$ cat src/rtl/imem_loader_pkg.sv
// Shared constants and loader state encoding for the boot-time instruction
// memory loader. IMEM_SZ and INST_W must match the processor core's imem.
`ifndef CLOG2
`define CLOG2(x) $clog2(x)
`endif

package imem_loader_pkg;

  // Instruction memory geometry, common with the core
  localparam int IMEM_SZ     = 16;
  localparam int INST_W      = 8;
  localparam int ADDR_W      = `CLOG2(IMEM_SZ);

  // Flops on each asynchronous pad input before it is used
  localparam int SYNC_STAGES = 2;

  // Loader FSM; the encoding is exported on state_out for debug display
  typedef enum logic [2:0] {
    ST_BOOT  = 3'd0,
    ST_LOAD  = 3'd1,
    ST_CHECK = 3'd2,
    ST_RUN   = 3'd3,
    ST_ERROR = 3'd4
  } ld_state_e;

endpackage

$ cat src/rtl/imem_loader_sync_edge_detect.sv
// Multi-flop synchronizer for one asynchronous pad input. With DETECT_EDGE=1
// the output is a one-cycle pulse on each synchronized rising edge; with
// DETECT_EDGE=0 the output is simply the synchronized level.
module imem_loader_sync_edge_detect #(
  parameter int SYNC_STAGES = 2,
  parameter bit DETECT_EDGE = 1'b1
) (
  input  logic clk,
  input  logic rst_n,
  input  logic async_in,
  output logic sig_out
);

  logic [SYNC_STAGES-1:0] sync_q;
  logic [SYNC_STAGES-1:0] sync_d;
  logic                   synced;

  // Stage 0 samples the pad; later stages shift the value along the chain
  always_comb begin
    sync_d[0] = async_in;
    for (int i = 1; i < SYNC_STAGES; i++) begin
      sync_d[i] = sync_q[i-1];
    end
  end

  // Synchronizer chain, cleared by reset so no spurious edge follows release
  always_ff @(posedge clk or negedge rst_n) begin
    if (!rst_n) begin
      sync_q <= '0;
    end else begin
      sync_q <= sync_d;
    end
  end

  assign synced = sync_q[SYNC_STAGES-1];

  generate
    if (DETECT_EDGE) begin : g_edge
      logic prev_q;
      logic prev_d;

      // Previous synchronized value, for rising-edge detection
      always_comb begin
        prev_d = synced;
      end

      // Edge-history flop; keeps tracking even while the consumer ignores pulses
      always_ff @(posedge clk or negedge rst_n) begin
        if (!rst_n) begin
          prev_q <= 1'b0;
        end else begin
          prev_q <= prev_d;
        end
      end

      assign sig_out = synced & ~prev_q;
    end else begin : g_level
      assign sig_out = synced;
    end
  endgenerate

endmodule

$ cat src/rtl/imem_loader.sv
// Boot-time program loader. After reset it samples the load-mode pin; in load
// mode it writes IMEM_SZ strobed bytes into the core's imem, then compares a
// trailing XOR checksum byte. The core is released only on a good checksum, or
// immediately when loading is bypassed.
module imem_loader #(
  parameter int IMEM_SZ     = imem_loader_pkg::IMEM_SZ,
  parameter int INST_W      = imem_loader_pkg::INST_W,
  parameter int SYNC_STAGES = imem_loader_pkg::SYNC_STAGES
) (
  input  logic                       clk,
  input  logic                       rst_n,
  input  logic                       ld_mode_in,
  input  logic                       ld_strobe_in,
  input  logic [INST_W-1:0]          ld_data_in,
  output logic                       imem_we_out,
  output logic [$clog2(IMEM_SZ)-1:0] imem_waddr_out,
  output logic [INST_W-1:0]          imem_wdata_out,
  output logic                       core_run_out,
  output logic                       load_err_out,
  output logic [2:0]                 state_out
);

  import imem_loader_pkg::*;

  localparam int AW = $clog2(IMEM_SZ);

  // BOOT lingers long enough for the mode pin to clear the synchronizer
  localparam logic [1:0]    WAIT_LAST = 2'(SYNC_STAGES);
  localparam logic [AW-1:0] LAST_ADDR = AW'(IMEM_SZ - 1);

  logic stb;
  logic mode_sync;

  ld_state_e         state_q,  state_d;
  logic [1:0]        wait_q,   wait_d;
  logic [AW-1:0]     cnt_q,    cnt_d;
  logic [INST_W-1:0] acc_q,    acc_d;
  logic              we_q,     we_d;
  logic [AW-1:0]     waddr_q,  waddr_d;
  logic [INST_W-1:0] wdata_q,  wdata_d;
  logic              run_q,    run_d;
  logic              err_q,    err_d;

  imem_loader_sync_edge_detect #(
    .SYNC_STAGES (SYNC_STAGES),
    .DETECT_EDGE (1'b1)
  ) u_strobe_sync (
    .clk      (clk),
    .rst_n    (rst_n),
    .async_in (ld_strobe_in),
    .sig_out  (stb)
  );

  imem_loader_sync_edge_detect #(
    .SYNC_STAGES (SYNC_STAGES),
    .DETECT_EDGE (1'b0)
  ) u_mode_sync (
    .clk      (clk),
    .rst_n    (rst_n),
    .async_in (ld_mode_in),
    .sig_out  (mode_sync)
  );

  // Next-state logic: boot decision, byte capture, checksum verdict
  always_comb begin
    state_d = state_q;
    wait_d  = wait_q;
    cnt_d   = cnt_q;
    acc_d   = acc_q;
    we_d    = 1'b0;
    waddr_d = waddr_q;
    wdata_d = wdata_q;
    // The release follows RUN by one cycle so the core reset comes from a flop
    run_d   = (state_q == ST_RUN);
    err_d   = err_q;

    case (state_q)
      ST_BOOT: begin
        // Strobes are ignored here; the edge detector still tracks the pin
        if (wait_q == WAIT_LAST) begin
          state_d = mode_sync ? ST_LOAD : ST_RUN;
        end else begin
          wait_d = wait_q + 2'd1;
        end
      end

      ST_LOAD: begin
        if (stb) begin
          // Data pins are held long enough to be sampled raw in the stb cycle
          we_d    = 1'b1;
          waddr_d = cnt_q;
          wdata_d = ld_data_in;
          acc_d   = acc_q ^ ld_data_in;
          if (cnt_q == LAST_ADDR) begin
            cnt_d   = '0;
            state_d = ST_CHECK;
          end else begin
            cnt_d = cnt_q + 1'b1;
          end
        end
      end

      ST_CHECK: begin
        if (stb) begin
          if (ld_data_in == acc_q) begin
            state_d = ST_RUN;
          end else begin
            state_d = ST_ERROR;
            err_d   = 1'b1;
          end
        end
      end

      ST_RUN, ST_ERROR: begin
        // Terminal until the next reset
      end

      default: begin
        state_d = ST_BOOT;
      end
    endcase
  end

  // Loader FSM and all registered outputs
  always_ff @(posedge clk or negedge rst_n) begin
    if (!rst_n) begin
      state_q <= ST_BOOT;
      wait_q  <= '0;
      cnt_q   <= '0;
      acc_q   <= '0;
      we_q    <= 1'b0;
      waddr_q <= '0;
      wdata_q <= '0;
      run_q   <= 1'b0;
      err_q   <= 1'b0;
    end else begin
      state_q <= state_d;
      wait_q  <= wait_d;
      cnt_q   <= cnt_d;
      acc_q   <= acc_d;
      we_q    <= we_d;
      waddr_q <= waddr_d;
      wdata_q <= wdata_d;
      run_q   <= run_d;
      err_q   <= err_d;
    end
  end

  assign imem_we_out    = we_q;
  assign imem_waddr_out = waddr_q;
  assign imem_wdata_out = wdata_q;
  assign core_run_out   = run_q;
  assign load_err_out   = err_q;
  assign state_out      = state_q;

endmodule

$ cat config.mk
export PLATFORM = sky130hd
export DESIGN_NAME = imem_loader
export DESIGN_NICKNAME = d
export VERILOG_FILES = /design/src/rtl/imem_loader_pkg.sv /design/src/rtl/imem_loader_sync_edge_detect.sv /design/src/rtl/imem_loader.sv
export SDC_FILE = /design/constraint.sdc
export NUM_CORES = 1
export LEC_CHECK = 0
export ABC_AREA = 0
export ABC_CLOCK_PERIOD_IN_PS = 2150
export BUFFER_PORTS_ARGS = -buffer_cell sky130_fd_sc_hd__buf_2
export CORE_MARGIN = 2
export CORE_UTILIZATION = 53
export CTS_CLUSTER_SIZE = 30
export DETAILED_ROUTE_END_ITERATION = 7
export PLACE_DENSITY = 0.87
export SETUP_SLACK_MARGIN = 0.1
export SYNTH_ARGS = -nofsm -noshare
export SYNTH_HDL_FRONTEND = slang
export SYNTH_SLANG_ARGS = --single-unit
$ cat constraint.sdc
create_clock -name clk -period 2.15 [get_ports clk]
set_input_delay 0.1075 -clock clk [delete_from_list [all_inputs] [get_ports clk]]
set_output_delay 0.1075 -clock clk [all_outputs]
set_load 0.05 [all_outputs]
## After elaboration in Yosys (flattened, before gate mapping)

Cells that the tools add are included.
W data, S select, Z words.

- Reduce and logical (&&, ||, !) cells: 6
- Add/sub/neg operators: 2
- Eq/ne operators: 11
- Bitwise logic cells: 6
- Mux-type cells: 10

Operator list:

| kind | number |
|---|---|
| $mux W3 | 5 |
| $pmux W3 S4 | 1 |
| $eq A8 B8 Y1 | 1 |
| $ne A2 B2 Y1 const B | 4 |
| $xor A8 B8 Y8 | 1 |
| $eq A3 B2 Y1 const B | 2 |
| $reduce_and A5 Y1 | 1 |
| $add A4 B1 Y4 const B | 1 |
| $eq A4 B4 Y1 const B | 1 |
| $mux W4 | 1 |
| $not A1 Y1 | 4 |
| $reduce_and A2 Y1 | 2 |
| $eq A3 B1 Y1 const B | 1 |
| $eq A3 B3 Y1 const B | 1 |
| $logic_not A3 Y1 | 1 |
| $reduce_and A3 Y1 | 1 |
| $add A2 B1 Y2 const B | 1 |
| $eq A2 B2 Y1 const B | 1 |
| $mux W1 | 2 |
| $mux W2 | 1 |
| $reduce_or A2 Y1 | 1 |
| $and A1 B1 Y1 | 1 |

- Input port bits: 12
- Output and inout port bits: 18
- Register bits: 37

## Depth between registers and ports, before layout

- Depth after elaboration: 4
- Depth in mapped cells: 8

## By module

From an unflattened synthesis, not the netlist that was laid out.

- Cell total of the unflattened synthesis: 131
- Area, all modules: 1535.2 um^2

Modules (own cells, without submodules):

| module | area each (um^2) | times used | cells an instance |
|---|---|---|---|
| imem_loader | 1396.3 | 1 | 125 |
| imem_loader_sync_edge_detect (u_strobe_sync) | 88.8 | 1 | 4 |
| imem_loader_sync_edge_detect (u_mode_sync) | 50.0 | 1 | 2 |

## Worst setup path after synthesis

Ideal clock, no wire load.

- Path type: flip-flop to flip-flop
- Start: register state_q[0], in the netlist state_out[0]
- End: register acc_q[5]
- Slack: 0.292 ns
- Cell stages (with the launch flop): 9
- Data arrival time: 1.736 ns
- Path buffers: 3
- Cells stage by stage: dfrtp_1 buf_2 nand2b_4 or3_1 buf_6 clkinv_4 buf_6 nand2_1 xnor2_1

- Longest elaborated chain between the ends: 2

RTL lines:

| what | line | text |
|---|---|---|
| from (decl) | imem_loader.sv:34 | `ld_state_e state_q, state_d;` |
| from (signal assigned) | imem_loader.sv:137 | `state_q <= state_d;` |
| $eq A3 B1 Y1 | imem_loader.sv:77 | `case (state_q)` |
| $reduce_and A2 Y1 (no source line) | -- |  |
| to (signal assigned) | imem_loader.sv:130 | `acc_q <= '0;` |
| to (signal assigned) | imem_loader.sv:140 | `acc_q <= acc_d;` |
| to (decl) | imem_loader.sv:37 | `logic [INST_W-1:0] acc_q, acc_d;` |

No other way between the ends.
A chain may end at the register's enable or synchronous reset.

## Final worst setup path

- Start: register state_q[1], in the netlist state_out[1]
- End: register cnt_q[3]

- Longest elaborated chain between the ends: 2

RTL lines:

| what | line | text |
|---|---|---|
| $eq A3 B1 Y1 | imem_loader.sv:77 |  |
| $reduce_and A2 Y1 (no source line) | -- |  |
| to (signal assigned) | imem_loader.sv:139 | `cnt_q <= cnt_d;` |
| to (decl) | imem_loader.sv:36 | `logic [AW-1:0] cnt_q, cnt_d;` |

No other way between the ends.

==> metrics.md <==
| Metric | Value |
|---|---|
| Category of the most critical setup path | `flip-flop to flip-flop` |
| Number of H-tree levels | `2` |
| Crit path DAT | `1890 ps` |
| Unrepaired setup endpoints after global routing | `false` |
| Initial antenna violation count | `0` |
| DRT iter0 DRCs | `23` |
| Vias | `1063` |
| Min setup slack post-route | `478 ps` |
| Clock period minus final worst setup slack | `1670 ps` |
| Count of pins over their slew limit | `0` |
| WL/cell | `13.4 µm` |
| Source of the worst register-to-register timing path | `state_out[1]$_DFFE_PN0P_` |
| Setup TNS | `0 ps` |
| Avg Vias per Cell | `5.24` |
| Routing usage on met2 | `30.4%` |
| Filler cells | `220` |
| Worst voltage drop across the vdd grid | `515 µV` |
| Switching Share | `21.2%` |
| Period utilization | `77.8%` |
| GR Util All Layers | `18.7%` |
| TritonCTS clock tree | `yes` |
| Hold Path Depth | `3` |
| Origin of the worst min-delay path | `ld_data_in[4]` |
| Horizontal extent of the die | `57.6 µm` |
| Cts repair resizes | `0` |
| Xor and xnor area share after synthesis | `10.3%` |
| Max-Slew Margin vs Limit | `47.4%` |
| Max Clock Skew | `13.8 ps` |
| Maximum clock rate | `598 MHz` |
| Simple-gate portion of the synthesized area | `15.8%` |
| Fraction of the mapped netlist area in compound gates | `6.07%` |
| Top fanout value on the critical path | `10` |
| Die Height | `57.6 µm` |
| Remaining antenna violation count | `0` |
| Core area | `0.00273 mm²` |
| Reg power frac | `63.6%` |
| GRT met3 Usage | `6.92%` |
| Cell count after synthesis | `137` |
| Largest net degree at the start of global routing | `38` |
| Most common flop cell mapped by yosys | `sky130_fd_sc_hd__dfrtp_1` |
| Post-synth cell types | `28` |
| Dominant combinational cell family by area after synthesis | `simple AND/OR/NAND/NOR gates` |
| Final weighted congestion in routability-driven placement | `0.840` |
| Routed WL | `2.72 mm` |
| Final setup violation count | `0` |
| Hold crit path type | `input pin to flip-flop` |
| Overall die area | `0.00332 mm²` |
| Ranking of synthesized cells by area | `sky130_fd_sc_hd__dfrtp_1 61%, sky130_fd_sc_hd__nand2_1 9.6%, sky130_fd_sc_hd__xnor2_1 5.7%` |
| CTS Root Cell | `sky130_fd_sc_hd__clkbuf_4` |
| Commonest non-fill, non-tap cells in the layout | `39 x sky130_fd_sc_hd__nand2_1, 37 x sky130_fd_sc_hd__dfrtp_1, 29 x sky130_fd_sc_hd__buf_2` |
| Endpoint of the worst-slack reg-to-reg timing path | `cnt_q[3]$_DFFE_PN0P_` |
| Logic gate share of total power | `3.5%` |
| Deepest clock path buffer count | `2` |
| Post-synthesis to final-layout area growth | `15.3%` |
| Worst path required time | `2360 ps` |
| Multiplexer share of the synthesized area | `0.656%` |
| Number of synthesized flops with an enable pin | `0` |
| Net Sw Power | `234 µW` |
| Most common library cell in the layout ignoring fill and taps | `sky130_fd_sc_hd__nand2_1` |
| Cell row count | `19` |
| DRC violation count after routing | `0` |
| First-pass GRT wire length | `4.54 mm` |
| Yosys warning count | `0` |
| Startpoint class of the critical path | `flip-flop` |
| Initial Utilization | `55.8%` |
| Met1 Resource Use GR | `22.0%` |
| Leak Pwr | `0.000889 µW` |
| Skew-Pair Late Insertion Delay | `340 ps` |
| Average size of a mapped cell | `11.1 µm²` |
| Clock network power share | `32.9%` |
| Power density of the placed cells | `627 mW/mm²` |
| Via count of the first global-routing pass | `1066` |
| Pre-CTS setup slack | `516 ps` |
| Endpoint class of the critical path | `flip-flop` |
| Number of antenna repair diodes | `0` |
| Fraction of post-synthesis cell area in the top cell type by area | `60.7%` |
| Maximum Capacitance Violations | `0` |
| Sequential area share after synthesis | `60.7%` |
| Nets in the synthesized netlist | `151` |
| Top-Level Pins | `30` |
| Synth Area in Adders | `1.64%` |
| Reg2Reg Depth | `4` |
| Clock slew seen by the registers of the worst setup and hold paths | `110 ps` |
| Worst hold path endpoint | `imem_wdata_out[4]$_DFFE_PN0P_` |
| Fraction of final layout cells with drive strength greater than 1 | `23.8%` |
| Async SR Flop Fraction | `100%` |
| Overall overflow remaining after global route | `0` |
| HPWL after detailed placement | `1.94 mm` |
| Largest area contributor in the synthesized netlist | `sky130_fd_sc_hd__dfrtp_1` |
| Number of port buffers | `29` |
| Net total in the final layout | `186` |
| Combined area of all synthesized cells | `0.00153 mm²` |
| GRT busiest layer | `met2` |
| Count of TritonRoute iterations in the first routing pass | `4` |
| CTS buffer count | `5` |
| Number of hold-slack violations in the final timing report | `0` |
| Result of the run | `completed` |
| CTS Sinks | `37` |
| Number of buffers inserted by post-CTS setup repair | `0` |
| Number of synthesized register bits | `37` |
| Internal power consumption | `870 µW` |
| Reg2Reg Setup Slack | `480 ps` |
| Tightest Pin Transition | `789 ps` |
[final cells by class]
cell class / instances / area, µm² / share of cell area [%]
inverter: 7 / 31.3 / 1.78
tap: 31 / 38.8 / 2.20
multi-input combinational: 88 / 526 / 29.9
clock buffer: 7 / 55.1 / 3.13
timing repair buffer: 33 / 183 / 10.4
sequential: 37 / 926 / 52.6
[flip-flops by register name, indices dropped and copies added (netlist names)]
register                     count
core_run_out                     1
state_out                        3
cnt_q                            4
imem_we_out                      1
imem_wdata_out                   8
u_strobe_sync.g_edge.prev_q      1
acc_q                            8
wait_q                           2
imem_waddr_out                   4
u_mode_sync.sync_q               2
u_strobe_sync.sync_q             2
load_err_out                     1
[how the worst max path moves through the flow]
stage	from	endpoint	slack, ps	cells after the start
after floorplan	state_out[0]$_DFFE_PN0P_	acc_q[5]$_DFFE_PN0P_	290	8
after global placement	state_out[1]$_DFFE_PN0P_	acc_q[3]$_DFFE_PN0P_	580	5
after detailed placement	state_out[1]$_DFFE_PN0P_	cnt_q[3]$_DFFE_PN0P_	520	4
after CTS	state_out[1]$_DFFE_PN0P_	acc_q[1]$_DFFE_PN0P_	480	5
after global routing	state_out[1]$_DFFE_PN0P_	cnt_q[3]$_DFFE_PN0P_	390	4
final	state_out[1]$_DFFE_PN0P_	cnt_q[3]$_DFFE_PN0P_	480	4
[repair_timing]
item | CTS | global route
endpoints found under the setup margin | 0 | 0
hold buffers | 3 | 0
endpoints found under the hold margin | 39 | 0
[synthesized netlist by cell type, types with 2 or more instances]
cell	instances
sky130_fd_sc_hd__nand2_1	39
sky130_fd_sc_hd__dfrtp_1	37
sky130_fd_sc_hd__xnor2_1	10
sky130_fd_sc_hd__xor2_1	8
sky130_fd_sc_hd__inv_1	6
sky130_fd_sc_hd__nor3_1	4
sky130_fd_sc_hd__a31o_2	3
sky130_fd_sc_hd__buf_6	3
sky130_fd_sc_hd__nor4_1	3
sky130_fd_sc_hd__a21oi_1	2
sky130_fd_sc_hd__a311oi_1	2
sky130_fd_sc_hd__ha_1	2
sky130_fd_sc_hd__nand4_1	2
sky130_fd_sc_hd__nor2b_1	2
[metrics by stage]
stage                     util [%]  instance area [µm²]  total power, µW  instances  hold slack (ps)
final                         64.3                 1760             1100        203             30.6
after global routing          64.3                 1760             1150        203             28.5
after CTS                     64.3                 1760             1120        203             22.6
after detailed placement      61.2                 1670              751        193              219
after global placement        61.2                 1670              749        193              216
after floorplan                  -                 1530              723        137             -188
[kinds of logic after synthesis]
family,Yosys count
xor gates and xnor gates,18
buffers and inverters,12
DFF,37
muxes,1
AOI/OAI and AO/OA,13
adders and majority gates,2
and+or+nand+nor,54
[power by group through the flow]
stage                     Clock, µW  Combinational (µW)  Sequential [µW]
after global routing            405                44.7              703
after floorplan                   0                7.57              715
final                           363                38.8              702
after global placement            0                34.2              715
after CTS                       374                39.9              702
after detailed placement          0                35.7              716
[routing by layer]
layer,up-vias,routed length (µm)
met5,-,0
met4,0,72
met3,7,120
met2,22,1390
met1,521,1140
li1,513,-
[worst max-delay path, cell delays in order (launching register included)]
cell and delay (ps):
sky130_fd_sc_hd__dfrtp_1 470, sky130_fd_sc_hd__nand2b_4 170, sky130_fd_sc_hd__or3_1 470, sky130_fd_sc_hd__o31ai_1 320
sky130_fd_sc_hd__o21ai_1 100
Note: power is estimated with default switching activity, not from simulation.
